<file path="config.mk">
export PLATFORM = sky130hd
export DESIGN_NAME = student_iis_sample_fifo_flat
export DESIGN_NICKNAME = d
export VERILOG_FILES = /design/src/rtl/student_iis_sample_fifo_if.sv /design/src/rtl/student_iis_sample_fifo.sv /design/src/flat_wrapper.sv
export SDC_FILE = /design/constraint.sdc
export NUM_CORES = 1
export LEC_CHECK = 0
export ABC_AREA = 1
export CORE_AREA = 2 2 169 171
export DETAILED_ROUTE_END_ITERATION = 8
export DIE_AREA = 0 0 171 173
export PLACE_DENSITY = 0.68
export SYNTH_ARGS = -nofsm -noshare
export SYNTH_HDL_FRONTEND = slang
export SYNTH_SLANG_ARGS = --single-unit
</file>
<file path="constraint.sdc">
create_clock -name clk_i -period 7.9 [get_ports clk_i]
set_input_delay 1.58 -clock clk_i [delete_from_list [all_inputs] [get_ports clk_i]]
set_output_delay 1.58 -clock clk_i [all_outputs]
set_load 0.02 [all_outputs]
</file>
<file path="src/rtl/student_iis_sample_fifo_if.sv">
// Bundles the IIS receive push side and the FIR consume side of the stereo sample FIFO.
// The FIFO takes the slave modport; the producer/consumer (or bench) takes the master modport.
interface student_iis_sample_fifo_if #(
  parameter int DATA_SIZE = 16,
  parameter int DEPTH     = 8,
  parameter int CNT_W     = 8
);
  logic [DATA_SIZE-1:0]       Data_I_L;
  logic [DATA_SIZE-1:0]       Data_I_R;
  logic                       valid_strobe_I;
  logic                       clear_i;
  logic [DATA_SIZE-1:0]       Data_O_L;
  logic [DATA_SIZE-1:0]       Data_O_R;
  logic                       valid_o;
  logic                       ready_i;
  logic [$clog2(DEPTH):0]     level_o;
  logic                       overflow_o;
  logic [CNT_W-1:0]           drop_cnt_o;

  modport slave (
    input  Data_I_L, Data_I_R, valid_strobe_I, clear_i, ready_i,
    output Data_O_L, Data_O_R, valid_o, level_o, overflow_o, drop_cnt_o
  );

  modport master (
    output Data_I_L, Data_I_R, valid_strobe_I, clear_i, ready_i,
    input  Data_O_L, Data_O_R, valid_o, level_o, overflow_o, drop_cnt_o
  );
endinterface

</file>
<file path="src/rtl/student_iis_sample_fifo.sv">
// Stereo {L,R} sample FIFO with a registered first-word-fall-through head, sticky overflow
// and a saturating drop counter. Handshake: head is consumed when valid_o && ready_i.
module student_iis_sample_fifo #(
  parameter int DATA_SIZE = 16,
  parameter int DEPTH     = 8,
  parameter int CNT_W     = 8
) (
  input  logic                     clk_i,
  input  logic                     rst_ni,
  student_iis_sample_fifo_if.slave bus
);
  localparam int AW = $clog2(DEPTH);
  localparam int PW = AW + 1;
  localparam int EW = 2 * DATA_SIZE;

  logic [EW-1:0]    mem_q [DEPTH];
  logic [PW-1:0]    wr_ptr_q, wr_ptr_d;
  logic [PW-1:0]    rd_ptr_q, rd_ptr_d;
  logic [EW-1:0]    head_q, head_d;
  logic             valid_q, valid_d;
  logic             ovf_q, ovf_d;
  logic [CNT_W-1:0] drop_q, drop_d;

  logic          full, pop, push, drop;
  logic [EW-1:0] in_word;

  assign in_word = {bus.Data_I_L, bus.Data_I_R};
  assign full    = (wr_ptr_q[AW-1:0] == rd_ptr_q[AW-1:0]) && (wr_ptr_q[AW] != rd_ptr_q[AW]);
  // valid_q mirrors non-empty, so pop never underflows.
  assign pop     = valid_q && bus.ready_i;
  assign push    = bus.valid_strobe_I && !bus.clear_i && (!full || pop);
  assign drop    = bus.valid_strobe_I && !bus.clear_i && full && !pop;

  always_comb begin
    wr_ptr_d = wr_ptr_q;
    rd_ptr_d = rd_ptr_q;
    head_d   = head_q;
    valid_d  = valid_q;
    ovf_d    = ovf_q;
    drop_d   = drop_q;
    if (bus.clear_i) begin
      wr_ptr_d = '0;
      rd_ptr_d = '0;
      valid_d  = 1'b0;
      ovf_d    = 1'b0;
      drop_d   = '0;
    end else begin
      if (push) wr_ptr_d = wr_ptr_q + 1'b1;
      if (pop)  rd_ptr_d = rd_ptr_q + 1'b1;
      if (drop) begin
        ovf_d = 1'b1;
        if (drop_q != {CNT_W{1'b1}}) drop_d = drop_q + 1'b1;
      end
      valid_d = (wr_ptr_d != rd_ptr_d);
      // The next head is the sample being written this cycle when the read pointer lands on
      // the old write slot; otherwise it is already in storage.
      if (valid_d) begin
        if (rd_ptr_d == wr_ptr_q) head_d = in_word;
        else                      head_d = mem_q[rd_ptr_d[AW-1:0]];
      end
    end
  end

  always_ff @(posedge clk_i or negedge rst_ni) begin
    if (!rst_ni) begin
      wr_ptr_q <= '0;
      rd_ptr_q <= '0;
      head_q   <= '0;
      valid_q  <= 1'b0;
      ovf_q    <= 1'b0;
      drop_q   <= '0;
    end else begin
      wr_ptr_q <= wr_ptr_d;
      rd_ptr_q <= rd_ptr_d;
      head_q   <= head_d;
      valid_q  <= valid_d;
      ovf_q    <= ovf_d;
      drop_q   <= drop_d;
    end
  end

  always_ff @(posedge clk_i) begin
    if (push) mem_q[wr_ptr_q[AW-1:0]] <= in_word;
  end

  assign bus.Data_O_L   = head_q[EW-1:DATA_SIZE];
  assign bus.Data_O_R   = head_q[DATA_SIZE-1:0];
  assign bus.valid_o    = valid_q;
  assign bus.level_o    = wr_ptr_q - rd_ptr_q;
  assign bus.overflow_o = ovf_q;
  assign bus.drop_cnt_o = drop_q;
endmodule

</file>
<file path="src/flat_wrapper.sv">
// flat-port wrapper written by rule: the top's interface ports become plain ports
module student_iis_sample_fifo_flat 
#(
  parameter int DATA_SIZE = 16,
  parameter int DEPTH     = 8,
  parameter int CNT_W     = 8
)
  (clk_i, rst_ni, bus_Data_I_L, bus_Data_I_R, bus_valid_strobe_I, bus_clear_i, bus_ready_i, bus_Data_O_L, bus_Data_O_R, bus_valid_o, bus_level_o, bus_overflow_o, bus_drop_cnt_o);
  student_iis_sample_fifo_if #(.DATA_SIZE(DATA_SIZE), .DEPTH(DEPTH), .CNT_W(CNT_W)) bus_i ();
  input  logic clk_i;
  input  logic rst_ni;
  input wire logic [$bits(bus_i.Data_I_L)-1:0] bus_Data_I_L;
  input wire logic [$bits(bus_i.Data_I_R)-1:0] bus_Data_I_R;
  input wire logic [$bits(bus_i.valid_strobe_I)-1:0] bus_valid_strobe_I;
  input wire logic [$bits(bus_i.clear_i)-1:0] bus_clear_i;
  input wire logic [$bits(bus_i.ready_i)-1:0] bus_ready_i;
  output wire logic [$bits(bus_i.Data_O_L)-1:0] bus_Data_O_L;
  output wire logic [$bits(bus_i.Data_O_R)-1:0] bus_Data_O_R;
  output wire logic [$bits(bus_i.valid_o)-1:0] bus_valid_o;
  output wire logic [$bits(bus_i.level_o)-1:0] bus_level_o;
  output wire logic [$bits(bus_i.overflow_o)-1:0] bus_overflow_o;
  output wire logic [$bits(bus_i.drop_cnt_o)-1:0] bus_drop_cnt_o;
  assign bus_i.Data_I_L = bus_Data_I_L;
  assign bus_i.Data_I_R = bus_Data_I_R;
  assign bus_i.valid_strobe_I = bus_valid_strobe_I;
  assign bus_i.clear_i = bus_clear_i;
  assign bus_i.ready_i = bus_ready_i;
  assign bus_Data_O_L = bus_i.Data_O_L;
  assign bus_Data_O_R = bus_i.Data_O_R;
  assign bus_valid_o = bus_i.valid_o;
  assign bus_level_o = bus_i.level_o;
  assign bus_overflow_o = bus_i.overflow_o;
  assign bus_drop_cnt_o = bus_i.drop_cnt_o;
  student_iis_sample_fifo #(.DATA_SIZE(DATA_SIZE), .DEPTH(DEPTH), .CNT_W(CNT_W)) u_core (.clk_i(clk_i), .rst_ni(rst_ni), .bus(bus_i));
endmodule
</file>
Yosys cells after proc, flatten, opt, wreduce, memory -nomap -nowiden
Memories as Yosys holds them, arrays and structs flattened. Cells that the tools add are included.

Add/subtract/negate cells: 4. Multipliers: 0. Div/mod/pow operators: 0. Order comparisons: 0. Eq/ne operators: 5. Shift-type cells: 0. Mux-type cells: 15. Bitwise gates (word level): 1. Reduce and logical (&&, ||, !) cells: 14.

Operators with widths (count): 2-to-1 mux 32 bit (1); 2-to-1 mux 4 bit (6); 2-to-1 mux 8 bit (3); adder 4 x 1 -> 4 bit, second input constant (2); adder 8 x 1 -> 8 bit, second input constant (1); inequality test 8 bit, second input constant (1); logical AND 1 bit (6); 2-to-1 mux 1 bit (5); == test 4 bit (1); inequality test 4 bit (1); AND reduction 2 bit (2); nonzero test 2 bit (2); subtractor 4 bit (1); == test 3 bit (1); zero test 1 bit (3); logical OR 1 bit (1); inequality test 1 bit (1); NOT 1 bit (1).

Flip-flop bits (word level): 50. Bits in latches: 0. Bits in writable memories: 256. Memory bits (read-only): 0. Bits of input ports: 37. Output and inout port bits: 46. Word-level logic and storage cells: 46. Memories: 1.

Memories: u_core.mem_q (depth 8, bits a word 32, rd ports 1, clocked after memory_dff 0, write ports 1, RTL line student_iis_sample_fifo.sv:16) `logic [EW-1:0] mem_q [DEPTH];`.

Depth between registers and ports, before layout
Depth after elaboration: 9. Depth in mapped cells: 16. Depth with buffers taken out: 14.

Worst setup path after synthesis
OpenSTA, ideal clock, no wires.

Path kind: in2reg. Start point: in bus_clear_i. End point: mem u_core.mem_q[0][0] (netlist name), enable pin. Library setup time: 421 ps. Arrival: 3552 ps. Data required time: 7479 ps. Setup slack: 3927 ps. Cell stages on the path: 6. Buffers on the path: 1. Cell sequence: buf_6 -> inv_2 -> nand2_2 -> a21oi_1 -> nand2_1 -> nor2_1.

Cells in the longest elaborated chain, start to end: 5.

Ends and longest elaborated chain: from (decl) (RTL line flat_wrapper.sv:15) `input wire logic [$bits(bus_i.clear_i)-1:0] bus_clear_i;`; zero test 1 bit (RTL line student_iis_sample_fifo.sv:31) `assign push = bus.valid_strobe_I && !bus.clear_i && (!full || pop);`; logical AND 1 bit (2 in series) (RTL line student_iis_sample_fifo.sv:31); 2-to-1 mux 1 bit (RTL line student_iis_sample_fifo.sv:83) `if (push) mem_q[wr_ptr_q[AW-1:0]] <= in_word;`; 2-to-1 mux 1 bit (implied by the code) (RTL line student_iis_sample_fifo.sv:83); to (decl) (RTL line student_iis_sample_fifo.sv:16).

Every way passes these cells.

Worst setup path in the final report
Start point: in bus_clear_i. End point: reg u_core.head_q[23].

Cells in the longest elaborated chain, start to end: 7. Elaborated cells on any way between the ends: 8. Those cells by class: eq/ne: 1; mux: 2; bitwise: 1; reduce/logical: 4.

Ends and longest elaborated chain: zero test 1 bit (RTL line student_iis_sample_fifo.sv:31); logical AND 1 bit (2 in series) (RTL line student_iis_sample_fifo.sv:31); 2-to-1 mux 4 bit (RTL line student_iis_sample_fifo.sv:48) `if (push) wr_ptr_d = wr_ptr_q + 1'b1;`; 2-to-1 mux 4 bit (RTL line student_iis_sample_fifo.sv:41) `if (bus.clear_i) begin`; inequality test 4 bit (RTL line student_iis_sample_fifo.sv:54) `valid_d = (wr_ptr_d != rd_ptr_d);`; AND reduction 2 bit (no line) (*); to (signal assigned) (RTL line student_iis_sample_fifo.sv:68) `head_q <= '0;`; to (signal assigned) (RTL line student_iis_sample_fifo.sv:75) `head_q <= head_d;`; to (decl) (RTL line student_iis_sample_fifo.sv:19) `logic [EW-1:0] head_q, head_d;`.

Every way passes the cells marked *; elsewhere a longest branch is shown, timed or not. The select of a mux whose other input is x is not followed. A chain may end at the register's enable or synchronous reset.

==> metrics.md <==
| Metric | Value |
|---|---|
| Status | `finished clean` |
| CTS tree | `done` |
| Critical setup path kind | `in2reg` |
| Number of fill cells | `2375` |
| DR iter-0 viols | `1073` |
| Final Max Slew Viols | `0` |
| Power per cell area | `about 270 nW/um2` |
| GR Util All Layers | `a little under a quarter` |
| Initial Util | `49.4%` |
| CP Cell Sequence | `clkdlybuf4s50_1 -> inv_2 -> nand2_2 -> nor3_1 -> nand2_1 -> inv_2 -> nand2_1 -> nand2_1 -> nand2_2 -> o21bai_4 -> nand2_1 -> nand2_1` |
| Fmax | `199 MHz` |
| Chip Height | `173 um` |
| Sequential share of the synthesized area | `65.4%` |
| Placer Congestion | `slightly below 0.8` |
| Clock Latency Late Sink | `0.56 ns` |
| Final Setup Violations | `0` |
| Post_cts resized | `0` |
| Sequential Area | `approximately 8900 um2` |
| Top_reg_cell synth | `edfxtp_1` |
| TNS Setup | `0 ns` |
| Final net count | `1444` |
| Vias per cell | `5.50` |
| P_sw | `between 1 and 1.5 mW` |
| List of most frequent post-synthesis cells | `nand2_1 (450), nand3_1 (311), edfxtp_1 (256)` |
| Post-route ant nets | `0` |
| CP Launch Type | `primary input` |
| Cells after Synth | `1351` |
| Yosys top cell by area | `edfxtp_1` |
| Power share of the combinational group | `around a fifth` |
| CTS hold repair buffers | `0` |
| Vias | `9906` |
| Pint | `~3.0 mW` |
| Synth warn | `0` |
| CP delay by family, top | `buffers and inverters` |
| Clock skew | `0.00895 ns` |
| Max transition margin | `22.6%` |
| Layout cells sized above 1 | `6.60%` |
| Clk buf depth | `3` |
| Flops & latches, synth | `between 300 and 400` |
| Register clock-pin slew on the reported worst setup and hold paths | `0.06 ns` |
| Drt wl/cell | `18.5 um` |
| Asr flop ratio synth | `roughly 16%` |
| Core Box Area | `27600 um2` |
| Antenna violations before repair | `0` |
| Yosys top cell area share | `56.3%` |
| Final core occ | `57.1%` |
| Post-CTS Setup Inserts | `0` |
| Period utilisation layout | `63.7%` |
| ANT cells | `0` |
| RSZ-0062 raised after global routing | `no` |
| Worst hold path class | `reg2reg` |
| Gr ovfl total | `0` |
| Post-detail-place hpwl | `17.8 mm` |
| Total CTS buffers | `31` |
| PortBufs | `82` |
| Max-Cap Viols | `0` |
| Post-Syn Area | `13700 um2` |
| WP data required | `8.39 ns` |
| Clock Power Share | `34.9%` |
| CP Capture Type | `flop` |
| DIE WIDTH | `171 um` |
| Slowest CP cell | `o21bai_4` |
| Total wire length | `33.3 mm` |
| Vias in the first global route | `9682` |
| Leakage | `6.49 nW` |
| Mapped Nets | `1395` |
| Sinks on Clock Net | `306` |
| Die area | `29600 um2` |
| Crit path buffers/inverters | `3` |
| Worst vdd ir | `0.000147 V` |
| H-tree levels | `1` |
| Io pins | `83` |
| Arr. time, crit path | `around 5.5 ns` |
| Post-synth EDFFs | `256` |
| Largest net degree at the start of global routing | `97` |
| Area of the multi-input gates | `roughly 4000 um2` |
| Num rows | `61` |
| Switching power share of the total | `28.9%` |
| Synth area leaders | `edfxtp_1 (56%), nand2_1 (12%), nand3_1 (11%)` |
| Most common cell on crit path | `nand2_1` |
| Number of distinct library cells after synthesis | `27` |
| First-pass GRT wire length | `52.8 mm` |
| Area Overhead vs Synth | `15.6%` |
| Worst-margin pin slew | `1.16 ns` |
| CP max FO | `between 40 and 50` |
| Remaining DRCs | `0` |
| Fin. Hold Viols | `0` |
| Min Clock Period, post-route | `5.03 ns` |
| Syn Area/Cell | `10.1 um2` |
| Reg power frac | `a little under half` |
| Crit path largest cell delay | `0.75 ns` |
| Design Power | `between 4 and 5 mW` |
| First-pass DRT Iterations | `5` |
| CTS root buffer | `clkbuf_16` |
| Count leader, synth | `nand2_1` |
-- through the flow --
step	cell area (um2)	hold slack (ns)	instances	setup WS, ns
6_report	15800	0.473	1802	2.87
4_1_cts	15800	0.477	1802	2.81
3_3_place_gp	14800	0.458	1745	2.29
2_1_floorplan	13700	0.515	1351	3.93
3_5_place_dp	14800	0.462	1745	2.23
5_1_grt	15800	0.510	1802	2.51
-- cell usage in the layout (no fill, tap or decap), drive strengths merged --
master and n:
nand3 313, clkinv 7, nand3b 36, xor2 2, nand2 456, xnor2 1, clkbuf 44, clkinvlp 3
inv 99, nor3 2, edfxtp 256, o21bai 1, fa 1, buf 17, ha 6, bufinv 3
nor2 24, a41oi 1, o21a 3, o21ai 9, dfrtp 50, clkdlybuf4s50 81, a21oi 9
-- path summary, 6_finish.rpt --
kind,cells after the start,slack [ns],from,endpoint
worst min-delay path,2,0.47,u_core.head_q[10]$_DFFE_PN0P_,u_core.head_q[10]$_DFFE_PN0P_
worst min register to register,2,0.47,u_core.head_q[10]$_DFFE_PN0P_,u_core.head_q[10]$_DFFE_PN0P_
worst max register to register,11,4.29,u_core.bus.valid_o$_DFF_PN0_,u_core.head_q[4]$_DFFE_PN0P_
min in group asynchronous,2,1.16,rst_ni,u_core.bus.drop_cnt_o[3]$_DFFE_PN0P_
max in group asynchronous,2,6.26,rst_ni,u_core.head_q[21]$_DFFE_PN0P_
worst max-delay path,12,2.87,bus_clear_i,u_core.head_q[23]$_DFFE_PN0P_
-- cell type report --
type                            count  share of cell area, %
Sequential cell                   306                   56.6
Multi-Input combinational cell    864                   25.6
Timing Repair Buffer               98                   5.93
Clock buffer                       44                   5.54
Tap cell                          378                   3.00
Inverter                           99                   2.35
Clock inverter                     13                  0.999
-- power by group through the flow --
| stage | Combinational [mW] | Clock (mW) | Sequential (mW) |
|---|---|---|---|
| floorplan | 0.446 | 0 | 1.99 |
| global placement | 0.833 | 0 | 1.94 |
| detailed placement | 0.844 | 0 | 1.94 |
| CTS | 0.848 | 1.49 | 1.91 |
| global route | 0.938 | 1.56 | 1.92 |
| finish | 0.844 | 1.47 | 1.91 |
-- worst min-delay path, delay by kind of cell (launching register included) --
kind / cells / cell delay, ns
flops: 1 / 0.34
simple gates: 2 / 0.10
-- layer usage --
layer	routed length, um	vias to the layer above	GRT usage (%)
met2	16300	319	38.0
met4	811	0	6.96
li1	-	4653	-
met1	14200	4875	31.7
met5	0	-	0
met3	1930	59	2.66
-- registers in the layout, indices dropped and copies added, names as in the netlist --
name                   flops
u_core.mem_q             256
u_core.head_q             32
u_core.bus.drop_cnt_o      8
u_core.rd_ptr_q            4
u_core.wr_ptr_q            4
u_core.bus.overflow_o      1
u_core.bus.valid_o         1
-- logic make-up after synthesis --
family                     after synthesis  share of synthesized area, %
AOI/OAI and AO/OA                       23                          1.03
xor gates and xnor gates                 3                         0.192
DFF                                    306                          65.4
and+or+nand+nor                        831                          27.0
buffers and inverters                  181                          5.69
adders and majority gates                7                         0.696
Note: power is estimated with default switching activity, not from simulation.
